[config.mk]
export PLATFORM = sky130hd
export DESIGN_NAME = amo_ctrl
export DESIGN_NICKNAME = d
export VERILOG_FILES = /design/src/rtl/amo_ctrl.sv
export SDC_FILE = /design/constraint.sdc
export NUM_CORES = 1
export LEC_CHECK = 0
export ABC_AREA = 1
export BUFFER_PORTS_ARGS = -buffer_cell sky130_fd_sc_hd__buf_2
export CAP_MARGIN = 20
export CORE_AREA = 10 10 251 253
export CTS_CLUSTER_DIAMETER = 60
export DETAILED_ROUTE_END_ITERATION = 16
export DIE_AREA = 0 0 261 263
export GPL_TIMING_DRIVEN = 0
export PLACE_DENSITY_LB_ADDON = 0.12
export SLEW_MARGIN = 15
export SYNTH_ARGS = -nofsm -noshare
export SYNTH_HDL_FRONTEND = slang
export SYNTH_SLANG_ARGS = --single-unit
[constraint.sdc]
create_clock -name clk -period 3.72 [get_ports clk]
set_clock_uncertainty 0.15 [all_clocks]
set_input_delay 0.186 -clock clk [delete_from_list [all_inputs] [get_ports clk]]
set_output_delay 0.186 -clock clk [all_outputs]
set_load 0.03 [all_outputs]
[src/rtl/amo_ctrl.sv]
// amo_ctrl: LR/SC/AMO sequencer with a reservation set, driving one memory port and an external AMO ALU.
// amo_t encoding: bit5=0, bit4 = D (1) / W (0), bits[3:0]: 1 LR, 2 SC, 3 SWAP, 4 ADD, 5 XOR,
// 6 AND, 7 OR, 8 MIN, 9 MAX, A MINU, B MAXU; every other code is unrecognised.
// Optional AMO_RESV_TIMEOUT_EN: reservation expires RESV_TIMEOUT cycles after the LR that set it.
module amo_ctrl #(
    parameter int RESV_TIMEOUT = 64
) (
    input  logic        clk,
    input  logic        resetn,
    input  logic        req_valid,
    output logic        req_ready,
    input  logic [5:0]  req_amo,
    input  logic [63:0] req_addr,
    input  logic [63:0] req_rs2,
    output logic        resp_valid,
    output logic [63:0] resp_data,
    output logic        resp_misalign,
    output logic        mem_valid,
    output logic        mem_write,
    output logic [63:0] mem_addr,
    output logic [7:0]  mem_strobe,
    output logic [63:0] mem_wdata,
    input  logic        mem_ok,
    input  logic [63:0] mem_rdata,
    output logic [63:0] alu_m_rs1,
    output logic [63:0] alu_rs2,
    output logic [5:0]  alu_type,
    input  logic [63:0] alu_result,
    input  logic        snoop_valid,
    input  logic [63:0] snoop_addr
);
    typedef enum logic [1:0] {IDLE, LOAD, STORE, RESP} state_t;

    state_t      state_q, state_d;
    logic [5:0]  amo_q, amo_d;
    logic [63:2] addr_q, addr_d;
    logic [63:0] rs2_q, rs2_d;
    logic [63:0] old_q, old_d;
    logic [63:0] rdata_q, rdata_d;
    logic        misalign_q, misalign_d;
    logic        resv_valid_q, resv_valid_d;
    logic [63:3] resv_addr_q, resv_addr_d;
    logic        resv_d_q, resv_d_d;
`ifdef AMO_RESV_TIMEOUT_EN
    logic [31:0] cnt_q, cnt_d;
`endif

    logic        accept, req_d, req_known, req_lr, req_sc, req_mis, sc_ok;
    logic        d_q, lr_q, sc_q;
    logic [31:0] load_w;
    logic [63:0] load_val, store_val;
    logic        unused;

    assign accept    = req_valid && req_ready;
    assign req_d     = req_amo[4];
    assign req_known = !req_amo[5] && req_amo[3:0] >= 4'h1 && req_amo[3:0] <= 4'hB;
    assign req_lr    = req_amo[3:0] == 4'h1;
    assign req_sc    = req_amo[3:0] == 4'h2;
    assign req_mis   = req_known && (req_d ? |req_addr[2:0] : |req_addr[1:0]);
    assign sc_ok     = resv_valid_q && resv_addr_q == req_addr[63:3] && resv_d_q == req_d;
    assign d_q       = amo_q[4];
    assign lr_q      = amo_q[3:0] == 4'h1;
    assign sc_q      = amo_q[3:0] == 4'h2;
    assign load_w    = addr_q[2] ? mem_rdata[63:32] : mem_rdata[31:0];
    assign load_val  = d_q ? mem_rdata : {{32{load_w[31]}}, load_w};
    assign store_val = sc_q ? rs2_q : alu_result;
    assign alu_m_rs1 = old_q;
    assign alu_rs2   = rs2_q;
    assign alu_type  = amo_q;
`ifdef AMO_RESV_TIMEOUT_EN
    assign unused    = ^snoop_addr[2:0];
`else
    assign unused    = ^{snoop_addr[2:0], 32'(RESV_TIMEOUT)};
`endif

    // State register and datapath flops; reset drops any in-flight access at once.
    always_ff @(posedge clk or negedge resetn) begin
        if (!resetn) begin
            state_q      <= IDLE;
            amo_q        <= '0;
            addr_q       <= '0;
            rs2_q        <= '0;
            old_q        <= '0;
            rdata_q      <= '0;
            misalign_q   <= 1'b0;
            resv_valid_q <= 1'b0;
            resv_addr_q  <= '0;
            resv_d_q     <= 1'b0;
`ifdef AMO_RESV_TIMEOUT_EN
            cnt_q        <= '0;
`endif
        end else begin
            state_q      <= state_d;
            amo_q        <= amo_d;
            addr_q       <= addr_d;
            rs2_q        <= rs2_d;
            old_q        <= old_d;
            rdata_q      <= rdata_d;
            misalign_q   <= misalign_d;
            resv_valid_q <= resv_valid_d;
            resv_addr_q  <= resv_addr_d;
            resv_d_q     <= resv_d_d;
`ifdef AMO_RESV_TIMEOUT_EN
            cnt_q        <= cnt_d;
`endif
        end
    end

    // Next state: faults, unknown ops and failed SCs respond immediately without touching memory.
    always_comb begin
        state_d = state_q;
        unique case (state_q)
            IDLE:  state_d = !accept ? IDLE :
                             (req_mis || !req_known) ? RESP :
                             req_sc ? (sc_ok ? STORE : RESP) : LOAD;
            LOAD:  state_d = !mem_ok ? LOAD : lr_q ? RESP : STORE;
            STORE: state_d = mem_ok ? RESP : STORE;
            RESP:  state_d = IDLE;
        endcase
    end

    // Request latch, loaded value and response value capture.
    always_comb begin
        amo_d      = accept ? req_amo : amo_q;
        addr_d     = accept ? req_addr[63:2] : addr_q;
        rs2_d      = accept ? req_rs2 : rs2_q;
        misalign_d = accept ? req_mis : misalign_q;
        old_d      = (state_q == LOAD && mem_ok) ? load_val : old_q;
        rdata_d    = accept ? {63'd0, req_known && !req_mis && req_sc && !sc_ok} :
                     (state_q == LOAD && mem_ok) ? load_val : rdata_q;
    end

    // Reservation: cleared by expiry, any SC or a matching snoop; an LR completing this cycle wins.
    always_comb begin
        resv_valid_d = resv_valid_q;
        resv_addr_d  = resv_addr_q;
        resv_d_d     = resv_d_q;
`ifdef AMO_RESV_TIMEOUT_EN
        cnt_d        = cnt_q;
        if (resv_valid_q) begin
            if (cnt_q == 32'd0)
                resv_valid_d = 1'b0;
            else
                cnt_d = cnt_q - 32'd1;
        end
`endif
        if (accept && req_known && req_sc)
            resv_valid_d = 1'b0;
        if (snoop_valid && snoop_addr[63:3] == resv_addr_q)
            resv_valid_d = 1'b0;
        if (state_q == LOAD && mem_ok && lr_q) begin
            resv_valid_d = 1'b1;
            resv_addr_d  = addr_q[63:3];
            resv_d_d     = d_q;
`ifdef AMO_RESV_TIMEOUT_EN
            cnt_d        = 32'(RESV_TIMEOUT);
`endif
        end
    end

    // Outputs; memory fields are zero whenever no access is pending.
    always_comb begin
        req_ready     = resetn && state_q == IDLE;
        resp_valid    = state_q == RESP;
        resp_data     = resp_valid ? rdata_q : '0;
        resp_misalign = resp_valid && misalign_q;
        mem_valid     = state_q == LOAD || state_q == STORE;
        mem_write     = state_q == STORE;
        mem_addr      = mem_valid ? {addr_q[63:3], 3'b000} : '0;
        mem_strobe    = !mem_write ? 8'h00 : d_q ? 8'hFF : addr_q[2] ? 8'hF0 : 8'h0F;
        mem_wdata     = !mem_write ? '0 : d_q ? store_val : {store_val[31:0], store_val[31:0]};
    end
endmodule
==> impl_summary.md, run 1 <==
Yosys
The most frequently used cell type in the post-synthesis netlist is nand2_1. By area the synthesized netlist is led by dfrtp_1 (48%), nand2_1 (19%), inv_1 (7.2%). The register bit total from synthesis is 326. Of all flip-flops after synthesis, the portion carrying an async set or reset was 100%.

The synthesized netlist contains 38 unique library cells. The main combinational cell family by area after synthesis is simple AND/OR/NAND/NOR gates. The synthesized-area fraction occupied by adder cells is 0.366%. The cell accounting for the most synthesized area is dfrtp_1.

The mux cell area share after synthesis is less than 1%. After synthesis, the most frequently instantiated cells are nand2_1 (844), inv_1 (329), dfrtp_1 (326). The instance count of the mapped netlist is around 2,400. The number of synthesized flops with an enable pin is 0.

The most common flop cell mapped by yosys is dfrtp_1. Summing the areas of all xor and xnor instances in the mapped netlist gives under 10% of the synthesized area. The synthesized netlist devotes between 20 and 25% of its cell area to simple gates. After synthesis, flip-flops and latches occupy between 40% and 50% of the total area. The top cell type by area accounts for a little under half of the synthesized area. The area of the mapped netlist is 17,100 µm². The number of warning messages in the yosys log is 0. The synthesized netlist devotes between 10% and 20% of its cell area to compound gates. Averaged over all synthesized cells, the footprint is 7.26 µm².

Power
The worst vdd rail ir drop is between 0.4 and 0.5 mV. The analysis attributes to cell leakage a power of 14.5 nW. The power per unit of standard cell area is 841 nW/µm².

Global routing
Global routing consumed, on the met3 layer, about 6.3% of the routing resources. The most utilized layer in the global route result is met2. Global routing used 26.7% of the available tracks across all layers. The initial antenna violation count is 9.

The met1 track demand over resource is 33.0%. Global routing consumed, on the met2 layer, 44.7% of the routing resources. The first global-routing pass estimated between 100,000 and 150,000 µm of wire.

Entering global routing, the biggest net connects between 90 and 100 pins. The number of global-route vias before repair was between 20,000 and 25,000. The leftover overflow at the end of global routing is 0.

Routing
The vias after detailed routing is a little under 20,000. The DRC marker count from the first detailed-route iteration is 1,565. The number of design rule violations left after detail routing is 0. The number of antenna-violating nets in the routed design is 0. The first TritonRoute pass finished after 6 iterations. In the routed layout, each cell is associated on average with a via count of ~4.7. The total detailed-routing wirelength is 94,400 µm. The average routed wire per standard cell is 22.9 µm.

STA
The slew of the pin with the lowest slew margin is 0.967 ns. The number of hold violations in the final report is 0. The top achievable clock speed is just under 0.3 GHz. The final-report setup violation count is 0. The smallest clock period supported by the final layout is computed as about 3.5 ns. The final max-slew violation count is 0.

The ratio of final minimum period to clock period is 93.3%. Adding up every negative setup slack in the final design gives 0 ns. Setup repair after global routing left no endpoint under its margin. Measured against its own limit, the worst slew margin works out to 35.5%.

Die
Measured along the y axis, the die boundary spans roughly 260 µm. For this design the top-level I/O count stands at between 600 and 700. The effective utilization at floorplan is between 20 and 30%.

The initialized floorplan defines a little under 90 standard-cell rows. The area of the core is roughly 58,000 µm². The die is 261 µm wide. The floorplan step defined a die boundary enclosing ~69,000 µm².

Place
Buffers placed on the I/O ports in this run total between 600 and 700. The routability congestion estimate from global placement is 0.910. The HPWL after detailed placement is 75,600 µm.

Layout
Of the cells placed in the final design, the portion with a size suffix greater than 1 is about 25%. The core occupancy in the finished layout is about 43%. Relative to the synthesized area, the layout overhead comes to 47.9%. The final-stage net count is ~3,600.

Worst setup path
The buffer and inverter count on the worst path is 5. The largest fanout on the critical path is 10. The slowest stage of the critical path is the clkbuf_1 cell. At the worst endpoint, the required time is 3.38 ns.

The worst setup path is launched from a flip-flop. The biggest cell delay along the critical path is roughly 0.69 ns. The kind of critical path is flip-flop to output port. STA classifies the critical path endpoint as an output port.

The arrival time of data at the critical path endpoint is around 3.1 ns. The setup slack on the worst flop-to-flop path is 1.02 ns. The cell class contributing the biggest share of worst-path delay is buffers and inverters. The critical path goes through inv_1 > ha_1 > clkbuf_1 > clkbuf_1 > nand2_1 > inv_1 > buf_2.

Hold path
In this run the worst hold path is classified as primary input to async pin.

Clocking
After clock tree synthesis, the clock-pin slew on the worst setup and hold paths is around 0.060 ns. In this run the deepest clock path goes through 3 buffers. In this run, CTS created clock tree buffers numbering 44. TritonCTS built the clock tree. The clock reaches the later pin of the worst-skew pair after roughly 0.56 ns. CTS saw between 300 and 400 sinks. After clock tree synthesis, the repair step resized 0 gates. The CTS H-tree depth is 2. The root cell of the clock tree is clkbuf_16.

Run
The number of maximum-capacitance violations is 0.

Outcome
The flow ran to the end, and the final reports show no timing, DRC or antenna violations.
==> metrics by stage <==
step | cells | hold WS (ns) | area (µm²) | worst slack, ns | total power, mW
2_1_floorplan | 2355 | -0.260 | 17100 | 1.24 | 12.6
3_3_place_gp | 3791 | 0.235 | 21400 | -4.65 | 16.8
3_5_place_dp | 3795 | -0.0568 | 21500 | 0.830 | 16.9
4_1_cts | 4106 | 0.0139 | 25200 | 0.211 | 21.4
5_1_grt | 4112 | 0.0522 | 25300 | 0.155 | 22.5
6_report | 4115 | 0.0454 | 25300 | 0.248 | 21.2
==> power by group <==
group	internal, mW	leakage, nW	switching (mW)
logic	2.96	9.78	7.78
clock network	2.47	0.689	1.69
registers	5.12	4.03	1.23
total	10.6	14.5	10.7
==> flip-flops by register name, indices dropped and copies added (netlist names) <==
register and count:
state_q 2, rdata_q 64, alu_rs2 64, resv_addr_q 61, alu_type 6, resv_valid_q 1, alu_m_rs1 64, addr_q 62
misalign_q 1, resv_d_q 1
==> worst paths after layout <==
check,to,cells after the start,startpoint
setup / recovery,mem_addr[36],7,state_q[0]$_DFF_PN0_
hold / removal,alu_m_rs1[15]$_DFFE_PN0P_,3,resetn
setup reg to reg,alu_m_rs1[0]$_DFFE_PN0P_,8,state_q[1]$_DFF_PN0_
hold reg to reg,alu_m_rs1[48]$_DFFE_PN0P_,2,alu_m_rs1[48]$_DFFE_PN0P_
max in group asynchronous,addr_q[35]$_DFFE_PN0P_,4,resetn
min in group clk,resv_valid_q$_DFFE_PN0P_,9,snoop_addr[35]
==> worst register-to-register path: stages, from the launching register on <==
cell	delay [ns]
dfrtp_1	0.37
inv_1	0.08
ha_1	0.20
nand2_1	0.11
clkbuf_1	0.48
clkbuf_1	0.46
nand2_1	0.09
o21ai_0	0.10
dlygate4sd3_1	0.59
==> placed cells by master (no fill, tap or decap), types with 2 or more instances in the layout <==
cell           instances
dlygate4sd3_1        232
clkbuf_16             45
inv_2                  6
mux2_1                 4
mux2_2                 3
dfrtp_1              326
bufinv_16              2
clkinv_2              10
nand3_1                4
a211oi_2              20
buf_4                 10
nand2_1              844
buf_2                709
buf_6                  4
nor3_1                 8
buf_1                  4
inv_1                329
conb_1                 3
a211oi_1              11
or2_1                  3
o21ai_1               47
or2_2                  4
nor2_1               180
a21oi_1              147
buf_16                 4
clkinv_4               2
clkbuf_8               6
clkbuf_1              74
ha_1                   5
diode_2                9
o211ai_1              31
clkinvlp_4             3
xor2_1                22
or2_0                 24
o21ai_0              190
xnor2_1                3
==> repair_timing <==
item	CTS	global route
setup endpoints to repair	0	0
buffers inserted	0	0
hold buffers	233	0
endpoints found under the hold margin	440	0
==> metal layers <==
layer	up-vias	part of all wire, %
met5	-	0.049
met3	150	7.4
met1	9360	41
met4	6	3.5
li1	9158	-
met2	742	48
==> area by class of cell <==
type | instances | area [µm²]
antenna | 9 | 22.5
buffer | 130 | 614
clock buffer | 60 | 1240
clock inverter | 18 | 159
fill | 6136 | 33000
inverter | 336 | 1260
multi-input combinational | 1563 | 7060
sequential | 326 | 8160
tap | 773 | 967
timing repair buffer | 900 | 5780
==> kinds of logic (layout without fill, tap and decap cells) <==
| kind of cell | count (synthesis) | after routing |
|---|---|---|
| other | 1 | 12 |
| muxes | 7 | 7 |
| xor gates and xnor gates | 25 | 25 |
| DFF | 326 | 326 |
| buffers and inverters | 466 | 1444 |
| AOI/OAI and AO/OA | 452 | 452 |
| and+or+nand+nor | 1071 | 1071 |
| adders and majority gates | 5 | 5 |
Note: power is estimated with default switching activity, not from simulation.
==> run 2: changes to the inputs <==
--- a/config.mk
+++ b/config.mk
@@ -9,11 +9,12 @@
 export BUFFER_PORTS_ARGS = -buffer_cell sky130_fd_sc_hd__buf_2
 export CAP_MARGIN = 20
 export CORE_AREA = 10 10 251 253
-export CTS_CLUSTER_DIAMETER = 60
+export CTS_CLUSTER_DIAMETER = 80
 export DETAILED_ROUTE_END_ITERATION = 16
 export DIE_AREA = 0 0 261 263
 export GPL_TIMING_DRIVEN = 0
 export PLACE_DENSITY_LB_ADDON = 0.12
+export SETUP_SLACK_MARGIN = 0.05
 export SLEW_MARGIN = 15
 export SYNTH_ARGS = -nofsm -noshare
 export SYNTH_HDL_FRONTEND = slang
==> constraint.sdc (replaced) <==
create_clock -name clk -period 3.72 [get_ports clk]
set_clock_uncertainty 0.15 [all_clocks]
set_input_delay 0.744 -clock clk [delete_from_list [all_inputs] [get_ports clk]]
set_output_delay 0.744 -clock clk [all_outputs]
set_load 0.03 [all_outputs]
==> run 2 against run 1 <==
Against the previous run:
- hold slack improved by 0.16 ns
- first-iteration DRC count down 12%
- total power shrank 1.1%
- maximum frequency down 2.4%
- clock power is 1% higher
- cell count down 5.7%
- flip-flop and latch count is the same
- largest cell class unchanged
- highest routed layer unchanged
==> impl_summary.md, run 2 (synthesis results as in run 1) <==
Die
The die width is 261 µm (unchanged). The effective utilization at floorplan is 29.3% (unchanged). The overall die height is 263 µm (unchanged). The top-level I/O count came to 670 (unchanged). The number of rows in the core area was 89 (unchanged). The area of the core is 58,200 µm² (unchanged).

The die area is 68,600 µm² (unchanged).

Clocking
The number of clock sinks seen by CTS is 326 (unchanged). The number of buffers added by the clock tree synthesis step came to 43 (-2.3%). Clock tree synthesis selected as its root buffer the cell clkbuf_16. The CTS H-tree depth is 2 (unchanged). The clock transition at the register clock pins on the worst setup and hold paths after CTS is 0.06 ns (about the same). TritonCTS built the clock tree.

The number of buffers between clock root and the deepest sink was 3 (unchanged). The source-to-sink clock delay at the later pin of the worst-skew pair is 0.57 ns (about the same).

STA
The final max-slew violation count was 0 (unchanged). The accumulated negative setup slack is 0 ns (unchanged). The relative slew slack came to 33.9% (-1.7 points). Setup repair after global routing left no endpoint under its margin. The ratio of final minimum period to clock period is 95.6% (+2.2 points). The final-report setup violation count is 0 (unchanged). The top achievable clock speed is 0.281 GHz (-2.4%). The slew of the pin with the lowest slew margin is 0.992 ns (+0.0250 ns). The minimum clock period is 3.56 ns (+0.0836 ns). The number of hold violations in the final report is 0 (unchanged).

Hold path
The startpoint identified for the worst hold timing path is req_rs2[6]. The path with the worst hold slack has its endpoint at alu_rs2[6]$_DFFE_PN0P_. The worst hold path was traced through 3 stages. In this run the worst hold path is classified as primary input to flip-flop.

Routing
The number of antenna-violating nets in the routed design is 0 (unchanged). The average routed wire per standard cell was 23.9 µm (+4.0%). The vias after detailed routing was 18,500 (-4.7%). The DRC marker count from the first detailed-route iteration is 1,385 (-12%). The total detailed-routing wirelength is 92,600 µm (-1.9%). The vias per cell is 4.77 (+1.1%). The number of detailed-routing iterations run before antenna repair is 5 (-1). The number of design rule violations left after detail routing came to 0 (unchanged).

Worst setup path
The startpoint identified for the worst register-to-register timing path is state_q[0]$_DFF_PN0_. The type of element capturing the critical path is an output port. STA classifies the critical path startpoint as a flip-flop.

The path length in cells of the critical path came to 7 (unchanged). The buffer and inverter count on the worst path is 2 (-3). The cell class contributing the biggest share of worst-path delay is compound AO/OA/AOI/OAI gates. The largest fanout on the critical path is 10 (unchanged).

The arrival time of data at the critical path endpoint is 2.66 ns (-0.48 ns). The data required time at the worst endpoint was 2.83 ns (-0.55 ns). The slowest library cell on the worst path is o21ai_0. The setup slack on the worst flop-to-flop path is 1.18 ns (+0.16 ns).

The critical path is of the flip-flop to output port type. In this run the critical register-to-register path is captured at rdata_q[17]$_DFFE_PN0P_. The critical path goes through nor2_4 > nand3_4 > clkbuf_1 > o21ai_0 > a21oi_1 > a211oi_1 > buf_2.

The number of cells on the worst reg-to-reg path is 9 (+1). The biggest cell delay along the critical path was 0.54 ns (-0.15 ns).

Layout
Leaving out fill and tap cells, the most frequent cells in the layout are nand2_1 (844), buf_2 (709), inv_1 (329). The final-stage net count was 3,404 (-6.4%). The core occupancy in the finished layout is 39.4% (-4.0 points). The post-route standard cell area excluding fillers came to 23,000 µm² (-9.1%). The share of cells above drive strength 1 is 27.4% (+2.3 points). The leading cell type in the layout, fill and taps excluded is nand2_1. The layout-stage area growth over the synthesis result is 34.3%.

Global routing
The number of global-route vias before repair is 19,000 (-5.7%). The first-pass GRT wire length is 132,000 µm (-2.8%). The initial antenna violation count is 10 (+1). The largest net degree at the start of global routing is 93 (unchanged). The leftover overflow at the end of global routing is 0 (unchanged). The combined global-route utilization of all metal layers is 26.0% (-0.67 points).

Outcome
The run finished with clean final reports.

Power
The combinational share of power is 49.8% (-0.7 points). The switching share of power is 50.6% (+0.23 points). The clock power share was 20.0% (+0.4 points). The internal power component is 10.4 mW (-1.5%).

The sequential power share is 30.2% (+0.3 points). The worst vdd rail ir drop is 0.457 mV (-0.44%). The power per unit of standard cell area came to 915 nW/µm² (+8.9%). The leakage power summed over all cells is 13.6 nW (-5.9%). The post-route total power came to 21.0 mW (-1.1%). The power spent charging and discharging nets is 10.6 mW (-0.63%).

Place
The routability congestion estimate from global placement came to 0.910 (unchanged). The number of buffers added on ports is 663 (unchanged). The HPWL after detailed placement is 75,600 µm (unchanged).

The total placed instance area came to 21,500 µm² (unchanged).

Run
The number of maximum-capacitance violations came to 0 (unchanged).
run 2: tightest hold or removal path, stage by stage:
cell	delay (ns)
buf_2	0.08
nand2_1	0.04
nand2_1	0.05
run 2: metrics by stage:
stage	worst slack [ns]	hold WS [ns]	instances
2_1_floorplan	0.682	0.298	2355
3_3_place_gp	-5.21	0.311	3791
3_5_place_dp	0.272	0.313	3795
4_1_cts	0.0478	0.176	3872
5_1_grt	0.0702	0.191	3878
6_report	0.164	0.208	3881
run 2: worst max path at each step:
stage	slack, ns	from	to
final	0.16	alu_type[3]$_DFFE_PN0P_	mem_wdata[39]
after global routing	0.07	alu_type[3]$_DFFE_PN0P_	mem_wdata[39]
after CTS	0.05	state_q[0]$_DFF_PN0_	mem_addr[8]
after detailed placement	0.27	state_q[0]$_DFF_PN0_	mem_addr[36]
after global placement	-5.21	resetn	rdata_q[0]$_DFFE_PN0P_
after floorplan	0.68	state_q[0]$_DFF_PN0_	mem_wdata[39]
run 2: cell type report:
class                   instances  area [µm²]
diodes                          9        22.5
flip-flops and latches        326        8160
repair buffers                668        3450
inverters                     336        1260
plain buffers                 130         634
clock buffers                  60        1220
fillers                      6347       35300
well taps                     773         967
clock inverters                16         173
multi-input cells            1563        7070
run 2: layer usage:
metal  track usage, %  vias to the layer above  share of wire [%]
met3             4.79                      116                7.0
met1             33.1                     8973                 41
met5                0                        -              0.014
met2             44.1                      717                 49
li1                 -                     8699                  -
met4             7.83                        2                2.6
run 2: power by group through the flow:
stage                     clock (mW)  sequential [mW]  combinational, mW
after floorplan                    0             7.34               5.22
after global placement             0             6.32               10.4
after detailed placement           0             6.36               10.5
after CTS                       4.29             6.32               10.6
after global routing            4.43             6.52               11.3
final                           4.20             6.34               10.5
run 2: timing repair:
action | in CTS | in global routing
buffers inserted | 0 | 0
endpoints found under the hold margin | 35 | 0
setup endpoints to repair | 63 | 26
gates resized for setup | 10 | 13
pin swaps | 0 | 0
hold buffers | 1 | 0
==> run 3: changes to the inputs <==
--- a/config.mk
+++ b/config.mk
@@ -13,7 +13,7 @@
 export DETAILED_ROUTE_END_ITERATION = 16
 export DIE_AREA = 0 0 261 263
 export GPL_TIMING_DRIVEN = 0
-export PLACE_DENSITY_LB_ADDON = 0.12
+export PLACE_DENSITY = 0.56
 export SETUP_SLACK_MARGIN = 0.05
 export SLEW_MARGIN = 15
 export SYNTH_ARGS = -nofsm -noshare
==> run 3 against run 2 <==
Against the previous run:
- worst setup slack got worse by 0.11 ns
- die area is the same
- critical path type unchanged
- sequential share of layout area shrank 0.13 points
- largest cell class unchanged
- largest power group unchanged
- count of clock-buffer cells in the layout grew 6
- register-to-register slack lost 0.19 ns
==> impl_summary.md, run 3 (synthesis results as in run 1) <==
Clocking
The number of buffers added by the clock tree synthesis step is 43 (unchanged). The total setup buffers inserted after CTS is 0 (unchanged). The number of clock sinks seen by CTS is 326 (unchanged).

TritonCTS built the clock tree. The source-to-sink clock delay at the later pin of the worst-skew pair is 0.57 ns (about the same). The CTS H-tree depth came to 2 (unchanged).

The number of buffers between clock root and the deepest sink is 3 (unchanged). The clock transition at the register clock pins on the worst setup and hold paths after CTS is 0.06 ns (about the same). The root cell of the clock tree is clkbuf_16.

Die
The area of the core came to 58,200 µm² (unchanged). The die width came to 261 µm (unchanged). The effective utilization at floorplan is 29.3% (unchanged). The top-level I/O count was 670 (unchanged).

The die area is 68,600 µm² (unchanged). The number of rows in the core area is 89 (unchanged). The overall die height is 263 µm (unchanged).

Routing
The vias after detailed routing is 18,400 (-0.53%). The number of antenna-violating nets in the routed design is 0 (unchanged). The DRC marker count from the first detailed-route iteration is 1,425 (+2.9%).

The average routed wire per standard cell is 22.9 µm (-4.0%). The number of detailed-routing iterations run before antenna repair is 5 (unchanged). The number of design rule violations left after detail routing was 0 (unchanged). The total detailed-routing wirelength was 89,000 µm (-3.9%). The vias per cell is 4.74 (-0.66%).

Layout
The post-route standard cell area excluding fillers is 23,000 µm² (+0.36%). The area growth from synthesis to layout is 34.8%. The final-stage net count came to 3,405 (+0.029%). The share of cells above drive strength 1 came to 27.4% (+0.079 points). Leaving out fill and tap cells, the most frequent cell in the layout is nand2_1. The count of filler cells inserted in the layout is 6,308 (-0.61%). The library cells used most frequently in the layout, excluding fill and tap cells, are nand2_1 (844), buf_2 (709), inv_1 (329). The number of non-filler instances in the completed layout is 3,886 (+0.13%). The core occupancy in the finished layout is 39.6% (+0.14 points).

Worst setup path
Walking the worst path, the cells encountered are nor2_4 > nand3_4 > clkbuf_1 > o21ai_0 > a21oi_1 > a211oi_1 > buf_2. The startpoint identified for the worst register-to-register timing path is state_q[0]$_DFF_PN0_. The buffer and inverter count on the worst path is 2 (unchanged). The number of cells on the worst reg-to-reg path was 9 (unchanged). The largest fanout on the critical path is 10 (unchanged).

The setup slack on the worst flop-to-flop path came to 0.99 ns (-0.19 ns). The arrival time of data at the critical path endpoint came to 2.77 ns (+0.11 ns). The reg-to-reg critical path endpoint is alu_type[4]$_DFFE_PN0P_.

The end point of the critical path is mem_wdata[43]. The slowest library cell on the worst path is clkbuf_1. The biggest cell delay along the critical path was 0.55 ns (about the same).

The startpoint type of the worst setup path is a flip-flop. The kind of critical path is flip-flop to output port. The first element of the critical path is alu_type[3]$_DFFE_PN0P_. Broken down by cell family, the worst path's largest delay share belongs to buffers and inverters.

The data required time at the worst endpoint is 2.83 ns (about the same). The worst setup path is captured at an output port. The path length in cells of the critical path is 7 (unchanged).

STA
The minimum clock period is 3.66 ns (+0.109 ns). The ratio of final minimum period to clock period was 98.5% (+2.9 points). The slew of the pin with the lowest slew margin came to 1.03 ns (+0.0401 ns). The smallest setup slack after layout is 0.0557 ns (-0.109 ns). The top achievable clock speed is 0.273 GHz (-3.0%). The worst hold margin is 0.0104 ns (-0.197 ns). The accumulated negative setup slack was 0 ns (unchanged). The final-report setup violation count was 0 (unchanged). Setup repair after global routing could not meet its margin everywhere. The number of hold violations in the final report is 0 (unchanged). The final max-slew violation count is 0 (unchanged). The relative slew slack is 31.2% (-2.7 points).

Place
The total placed instance area was 21,500 µm² (unchanged). The routability congestion estimate from global placement is 0.977 (+7.3%). The number of buffers added on ports is 663 (unchanged).

The HPWL after detailed placement is 72,100 µm (-4.6%). The pre-CTS setup slack was -0.704 ns (-0.976 ns). The placed instance count is 3,795 (unchanged).

Power
The power per unit of standard cell area is 910 nW/µm² (-0.55%). The worst vdd rail ir drop is 0.440 mV (-3.8%). The post-route total power is 21.0 mW (-0.19%). The leakage power summed over all cells is 13.7 nW (+0.31%).

Global routing
The initial antenna violation count is 14 (+4). The first-pass GRT wire length was 127,000 µm (-4.0%). The leftover overflow at the end of global routing is 0 (unchanged). The number of global-route vias before repair is 18,700 (-1.2%).

The largest net degree at the start of global routing was 83 (-11%). The combined global-route utilization of all metal layers came to 24.9% (-1.2 points).

Hold path
The worst hold-check path type is primary input to async pin.

Run
The number of maximum-capacitance violations is 0 (unchanged).

Outcome
The run finished with clean final reports.
run 3: cell types whose count changed in the layout (fill, tap and decap cells not counted), moves of 2 or more:
| cell | before | now |
|---|---|---|
| clkbuf_4 | 2 | 0 |
| bufinv_16 | 3 | 1 |
| diode_2 | 9 | 12 |
| clkbuf_8 | 8 | 12 |
| clkbuf_16 | 43 | 45 |
| clkinv_2 | 8 | 6 |
| inv_6 | 3 | 1 |
run 3: layer usage:
metal  wire length [µm]  share of wire (%)  GRT usage (%)  up-vias
li1                   -                  -              -     8701
met1              36100                 40           30.8     8711
met2              41800                 47           40.7      821
met3               7610                8.5           6.36      169
met4               3550                4.0           9.84        6
met5                 42              0.047              0        -
run 3: worst register-to-register path, delay by kind of cell, from the launching register on:
kind	cells	cell delay, ns
buffers and inverters	5	1.37
flip-flops	1	0.37
AND/OR/NAND/NOR	2	0.28
AO/OA/AOI/OAI	1	0.21
adder cells (fa/ha/maj)	1	0.20
run 3: how the worst min path moves through the flow:
stage / from / end / depth (start not counted) / slack [ns]
floorplan: resetn / addr_q[10]$_DFFE_PN0P_ / 0 / 0.30
global placement: alu_m_rs1[57]$_DFFE_PN0P_ / alu_m_rs1[57]$_DFFE_PN0P_ / 2 / 0.31
detailed placement: alu_m_rs1[38]$_DFFE_PN0P_ / alu_m_rs1[38]$_DFFE_PN0P_ / 2 / 0.31
CTS: resetn / addr_q[2]$_DFFE_PN0P_ / 2 / 0.007
global route: resetn / addr_q[40]$_DFFE_PN0P_ / 2 / 0.02
finish: resetn / addr_q[40]$_DFFE_PN0P_ / 2 / 0.01
run 3: report_power, final:
group / total [mW] / internal (mW) / switching, mW
Combinational: 10.4 / 2.78 / 7.63
Sequential: 6.36 / 5.12 / 1.24
Clock: 4.21 / 2.52 / 1.69
run 3: final cells by class:
| class | instances | area, µm² | share of cell area (%) |
|---|---|---|---|
| Timing Repair Buffer | 670 | 3500 | 15.2 |
| Multi-Input combinational cell | 1563 | 7070 | 30.7 |
| Tap cell | 773 | 967 | 4.20 |
| Inverter | 336 | 1260 | 5.47 |
| Antenna cell | 12 | 30.0 | 0.130 |
| Buffer | 129 | 628 | 2.73 |
| Clock inverter | 11 | 96.3 | 0.418 |
| Clock buffer | 66 | 1330 | 5.75 |
| Sequential cell | 326 | 8160 | 35.4 |
run 3: timing repair:
action	in CTS	in global routing
hold endpoints to repair	30	0
gates cloned	1	0
hold buffers	2	0
setup endpoints to repair	136	18
gates resized for setup	14	11
